File: config.mk
export PLATFORM = sky130hd
export DESIGN_NAME = seg_scroll_mux
export DESIGN_NICKNAME = d
export VERILOG_FILES = /design/src/rtl/seg_scroll_mux.sv
export SDC_FILE = /design/constraint.sdc
export NUM_CORES = 1
export LEC_CHECK = 0
export BUFFER_PORTS_ARGS = -buffer_cell sky130_fd_sc_hd__clkbuf_2
export CELL_PAD_IN_SITES_DETAIL_PLACEMENT = 1
export CELL_PAD_IN_SITES_GLOBAL_PLACEMENT = 1
export CORE_MARGIN = 2
export CORE_UTILIZATION = 40
export DETAILED_ROUTE_END_ITERATION = 7
export GPL_TIMING_DRIVEN = 0
export PLACE_DENSITY_LB_ADDON = 0.1
export SYNTH_ARGS = -nofsm -noshare
export SYNTH_HDL_FRONTEND = slang
export SYNTH_SLANG_ARGS = --single-unit
File: constraint.sdc
create_clock -name clk -period 2.32 [get_ports clk]
set_input_delay 0.348 -clock clk [delete_from_list [all_inputs] [get_ports clk]]
set_output_delay 0.348 -clock clk [all_outputs]
set_load 0.05 [all_outputs]
File: src/rtl/seg_scroll_mux.sv
// Scrolling seven-segment engine: rotating hex message, WIN_DIGITS window,
// and a common-anode digit scanner with hex-to-segment decoding.
module seg_scroll_mux #(
  parameter int MSG_DIGITS     = 10,
  parameter int WIN_DIGITS     = 4,
  parameter int STEP_DIV       = 25000000,
  parameter int SCAN_DIV       = 50000,
  parameter bit ACTIVE_LOW_SEG = 1'b1
) (
  input  logic                    clk,
  input  logic                    rst_n,
  input  logic                    load,
  input  logic [4*MSG_DIGITS-1:0] msg_in,
  input  logic                    run,
  input  logic                    dir,
  output logic [4*WIN_DIGITS-1:0] data,
  output logic                    step_tick,
  output logic [WIN_DIGITS-1:0]   an,
  output logic [7:0]              seg
);

  localparam int MW = 4 * MSG_DIGITS;
  localparam int SW = $clog2(STEP_DIV);
  localparam int QW = $clog2(SCAN_DIV);
  localparam int IW = (WIN_DIGITS > 1) ? $clog2(WIN_DIGITS) : 1;
  localparam logic [7:0] SEG_OFF = ACTIVE_LOW_SEG ? 8'hFF : 8'h00;

  logic [MW-1:0]   msg;
  logic [SW-1:0]   scnt;
  logic [QW-1:0]   qcnt;
  logic [IW-1:0]   idx;
  logic [2*MW-1:0] dbl, shl, shr;
  logic [MW-1:0]   rot_l, rot_r;
  logic [3:0]      nib;
  logic [6:0]      dec;

  assign data = msg[MW-1 -: 4*WIN_DIGITS];

  // Rotations taken from a doubled message so a single-digit message stays legal.
  always_comb begin
    dbl   = {msg, msg};
    shl   = dbl >> (MW - 4);
    shr   = dbl >> 4;
    rot_l = shl[MW-1:0];
    rot_r = shr[MW-1:0];
  end

  always_ff @(posedge clk or negedge rst_n) begin
    if (!rst_n) begin
      msg       <= '0;
      scnt      <= '0;
      step_tick <= 1'b0;
    end else begin
      step_tick <= 1'b0;
      if (load) begin
        msg  <= msg_in;
        scnt <= '0;
      end else if (run) begin
        if (scnt == SW'(STEP_DIV - 1)) begin
          scnt      <= '0;
          step_tick <= 1'b1;
          msg       <= dir ? rot_r : rot_l;
        end else begin
          scnt <= scnt + SW'(1);
        end
      end
    end
  end

  always_comb begin
    nib = '0;
    for (int unsigned i = 0; i < WIN_DIGITS; i++) begin
      if (idx == IW'(i)) nib = data[4*i +: 4];
    end
    case (nib)
      4'h0: dec = 7'h3F;
      4'h1: dec = 7'h06;
      4'h2: dec = 7'h5B;
      4'h3: dec = 7'h4F;
      4'h4: dec = 7'h66;
      4'h5: dec = 7'h6D;
      4'h6: dec = 7'h7D;
      4'h7: dec = 7'h07;
      4'h8: dec = 7'h7F;
      4'h9: dec = 7'h6F;
      4'hA: dec = 7'h77;
      4'hB: dec = 7'h7C;
      4'hC: dec = 7'h39;
      4'hD: dec = 7'h5E;
      4'hE: dec = 7'h79;
      default: dec = 7'h71;
    endcase
  end

  always_ff @(posedge clk or negedge rst_n) begin
    if (!rst_n) begin
      qcnt <= '0;
      idx  <= '0;
      an   <= '1;
      seg  <= SEG_OFF;
    end else begin
      if (qcnt == QW'(SCAN_DIV - 1)) begin
        qcnt <= '0;
        idx  <= (idx == IW'(WIN_DIGITS - 1)) ? '0 : idx + IW'(1);
      end else begin
        qcnt <= qcnt + QW'(1);
      end
      an  <= ~(WIN_DIGITS'(1) << idx);
      seg <= ACTIVE_LOW_SEG ? {1'b1, ~dec} : {1'b0, dec};
    end
  end

endmodule

# == Word level (Yosys, flattened, before mapping) ==
# Memories as Yosys holds them, arrays and structs flattened.
# Cells that the tools add are included.
# word_totals
romBits,112
out_inout_bits,29
word_cells,39
in_bits,45
reg_bits,95
mem_count,1
# classes
eq_ne,5
reduce_logical,4
n_shift,1
bitwise_logic,2
n_addsub,3
n_mux,16
# memory_table
name,words,width,read_ports,rd_clocked_by_memory_dff,write_ports,line_no,rtl
(no name shown),16,7,1,0,0,75,case (nib)
# ops
operator,n
$mux W40,4
$mux W25,3
$add A25 B1 Y25 const B,1
$eq A25 B25 Y1 const B,1
$add A16 B1 Y16 const B,1
$eq A16 B16 Y1 const B,1
$mux W16,1
$mux W4,4
$not A7 Y7,1
$eq A2 B2 Y1 const B,2
$not A4 Y4,1
$reduce_bool A2 Y1,2
$shl A1 B2 Y4 const A,1
$mux W1,3
$add A2 B1 Y2 const B,1
$eq A2 B1 Y1 const B,1
$logic_not A2 Y1,1
$mux W2,1
$reduce_and A2 Y1,1

# == Depth between registers and ports, before layout ==
# An unclocked memory read counts as a cell.
# logic_depth
word_depth,7
mapped_depth,11
ltp_nobuf,10

# == Worst setup path before layout ==
# OpenSTA, ideal clock, no wires.
# synth_timing
kind,flip-flop to flip-flop
from,register idx[1]
to,register seg[3]
setup_time_ns,0.094
setup_slack_ns,0.019
path_stages_with_launch,10
t_arrival_ns,2.208
required_time_ns,2.226
path_buffers,1
period_less_slack_ns,2.301
path_cell_list,dfrtp_1 > inv_1 > ha_1 > clkbuf_1 > o211ai_1 > o211a_1 > a21oi_1 > inv_1 > ha_1 > mux4_2
# synth_via
elab_chain_len,7
elab_cells_between_ends,10
cone_classes,eq/ne (3); mux (4); bitwise (1); reduce/logical (1); memory (1)
# synth_lines
element,line_no,rtl
from (decl),31,logic [IW-1:0] idx;
from (signal assigned),104,idx <= (idx == IW'(WIN_DIGITS - 1)) ? '0 : idx + IW'(1);
$logic_not A2 Y1,73,if (idx == IW'(i)) nib = data[4*i +: 4];
$mux W4 (3 in a row),73,
$mux W4 (*),73,
$mem_v2 Z16 W7 (*),--,
$not A7 Y7 (*),109,"seg <= ACTIVE_LOW_SEG ? {1'b1, ~dec} : {1'b0, dec};"
to (signal assigned),109,
to (decl),19,output logic [7:0] seg
# Mark *: on every way between the ends. The rest lies on a longest branch, timed or not.
# A chain may end at the register's enable or synchronous reset.

# == Worst setup path after layout ==
# layout_timing
from,register idx[0]
to,register seg[3]
# The elaborated chain is that of the path after synthesis.

==> flow_summary.json <==
{
  "period_share_pct": 95.4,
  "port_buffers": 71,
  "outcome": "completed",
  "slowest_stage": "mux4_2",
  "holdWs_ns": 0.0841,
  "grt_pass1_vias": 4485,
  "drv_cap": 0,
  "power_uw": 4090,
  "dr.pass1.iters": 4,
  "power.share.switching_pct": 27.2,
  "hold_viol_final": 0,
  "worst_setup_path_end_kind": "register",
  "tns_ns": 0,
  "grt_overflow_total": 0,
  "ir_drop_v": 0.000259,
  "cp_common_cell": "inv_1",
  "ys_types": 54,
  "htree_levels": 3,
  "syn_area_per_cell_um2": 10.0,
  "power_density_nw_per_um2": 642,
  "cts_buffers": 9,
  "max_stage_delay_ns": 0.46,
  "coreArea_um2": 13200,
  "cts_tree": "built",
  "netlist_area_um2": 5370,
  "relSlewSlack_pct": 50.7,
  "synth-async-reset-ratio_pct": 100,
  "yosys_warnings": 0,
  "dp_cells": 783,
  "final_area_um2": 6370,
  "drive_above_1_share_pct": 29.9,
  "antenna_cells": 0,
  "seq_area_frac_synth_pct": 44.5,
  "clockRootBuffer": "clkbuf_16",
  "fin_cells": 802,
  "cp_num_buf_inv": 3,
  "syn2layout_area_growth_pct": 18.7,
  "drv_slew": 0,
  "ys.flop_type": "dfrtp_1",
  "grt.total_usage_pct": 20.8,
  "synth_edf_count": 0,
  "hold_path.class": "input port to asynchronous set/reset pin",
  "post_dp_cell_area_um2": 5970,
  "cp_cell_sequence": "inv_2 -> ha_4 -> inv_1 -> o211a_1 -> a21oi_4 -> inv_1 -> ha_1 -> mux4_2",
  "fin_crit_ns": 2.21,
  "hpwl_um": 10200,
  "critPathMaxFanout": 7,
  "vias": 4105,
  "start_util_pct": 40.7,
  "ctsLongestPathBuffers": 2,
  "finClkSkew_ns": 0.00573,
  "p_clk_share_pct": 39.1,
  "drc": 0,
  "nets": 679,
  "cp.arrival_ns": 2.47,
  "p_int_uw": 2980,
  "gp_congestion": 0.847,
  "syn_inst": 535,
  "synth_nets": 593,
  "dieArea_um2": 14400,
  "nFillCells": 1525,
  "critPathLaunchType": "register",
  "grt_pass1_wl_um": 23500,
  "setup_violations": 0,
  "critPathKind": "register to register",
  "io_pins": 74,
  "rsz0062_at_grt": "false",
  "wl_per_cell_um": 17.4,
  "ant_nets": 0,
  "clkTransAtPathRegs_ns": 0.07,
  "cp.required_ns": 2.58,
  "drt_iter0_drc": 180,
  "crit_family": "adder cells",
  "fp.dieH_um": 120,
  "switchingPower_uw": 1110,
  "postCtsHoldBufs": 0,
  "antenna_found_initial": 0,
  "ys_ff_latch": 95,
  "p_comb_share_pct": 16.0,
  "grt_max_degree": 53,
  "fmax_mhz": 452,
  "seqPwrFrac_pct": 44.9,
  "die_width_um": 120,
  "wirelength_um": 13900,
  "rows": 42,
  "cellLeakagePower_uw": 0.00318,
  "viasPerCell": 5.12,
  "clk_latency_ns": 0.35,
  "tightest_slew_ns": 0.739,
  "clock-sinks": 95
}
## sequential cells by signal, indices dropped and copies added (netlist names)
signal     flops
an             4
idx            2
msg           40
step_tick      1
scnt          25
seg            7
qcnt          16
## metal layers
layer / track usage (%) / share of wire (%) / up-vias
met5: 0 / 0 / -
met4: 7.43 / 1.6 / 0
met3: 2.85 / 3.2 / 14
met2: 35.5 / 51 / 86
met1: 27.1 / 45 / 2000
li1: - / - / 2005
## power groups by stage
stage / Clock (µW) / Sequential (µW) / Combinational (µW)
4_1_cts: 1650 / 1840 / 657
5_1_grt: 1720 / 1850 / 712
3_3_place_gp: 0 / 1860 / 626
6_report: 1600 / 1840 / 653
3_5_place_dp: 0 / 1870 / 648
2_1_floorplan: 0 / 1900 / 394
## per-stage QoR
| step | utilization, % | setup slack [ns] |
|---|---|---|
| 2_1_floorplan | - | 0.0187 |
| 3_3_place_gp | 45.1 | -0.337 |
| 4_1_cts | 47.9 | 0.00252 |
| 3_5_place_dp | 45.3 | -0.396 |
| 5_1_grt | 48.3 | 0.0116 |
| 6_report | 48.3 | 0.107 |
## final timing paths
kind | depth (start not counted) | end | slack (ns) | from
hold / removal | 1 | msg[23] | 0.08 | rst_n
min in group clk | 3 | msg[19] | 0.21 | msg_in[19]
setup / recovery | 8 | seg[3] | 0.11 | idx[0]
max in group asynchronous | 2 | seg[6] | 1.50 | rst_n
hold reg to reg | 1 | qcnt[0] | 0.50 | qcnt[0]
setup reg to reg | 8 | seg[3] | 0.11 | idx[0]
## synthesized netlist by cell type (14+ instances only)
| library cell | instances | area share [%] |
|---|---|---|
| xor2_1 | 23 | 3.8 |
| clkbuf_1 | 18 | 1.3 |
| mux2i_1 | 42 | 7.8 |
| inv_1 | 15 | 1.0 |
| o21ai_0 | 47 | 4.4 |
| nor2_1 | 39 | 2.7 |
| dfrtp_1 | 84 | 39 |
| nand4_1 | 14 | 1.6 |
| mux2_2 | 41 | 8.6 |
| nand2_1 | 66 | 4.6 |
| buf_4 | 21 | 2.9 |
## cells in the final DEF, fill, tap and decap left out, drive strengths merged, types with 12 or more instances in the layout
master | netlist | layout
buf | 25 | 31
nor2 | 39 | 39
mux2 | 41 | 41
o21ai | 47 | 47
inv | 15 | 15
nand2 | 66 | 66
clkbuf | 20 | 101
nand3 | 13 | 13
nand4 | 15 | 15
dfrtp | 84 | 84
xor2 | 23 | 23
ha | 13 | 13
a21oi | 12 | 12
mux2i | 42 | 42
## cells by family (layout without fill, tap and decap cells)
family                   count (synthesis)  in the layout  synth area share (%)
multiplexers                            84             84                  16.8
AND/OR/NAND/NOR                        172            172                  16.0
AO/OA/AOI/OAI                           76             76                  8.13
XOR/XNOR                                34             34                  5.55
other                                    1              1                0.0698
flip-flops                              95             95                  44.5
adder cells (fa/ha/maj)                 13             13                  3.03
buffers and inverters                   60            151                  5.80
## area by class of cell
cell class / instances / area [µm²] / area share (%)
Timing Repair Buffer: 77 / 423 / 6.64
Sequential cell: 95 / 2390 / 37.5
Buffer: 43 / 248 / 3.89
Tap cell: 176 / 220 / 3.46
Clock buffer: 12 / 246 / 3.87
Clock inverter: 4 / 70.1 / 1.10
Multi-Input combinational cell: 380 / 2720 / 42.6
Inverter: 15 / 56.3 / 0.883
## what timing repair did
item / CTS / global route
setup buffers: 1 / 4
gates resized for setup: 6 / 6
endpoints found under the hold margin: 0 / 0
setup endpoints to repair: 6 / 29
pin swaps: 1 / 2
Note: power is estimated with default switching activity, not from simulation.
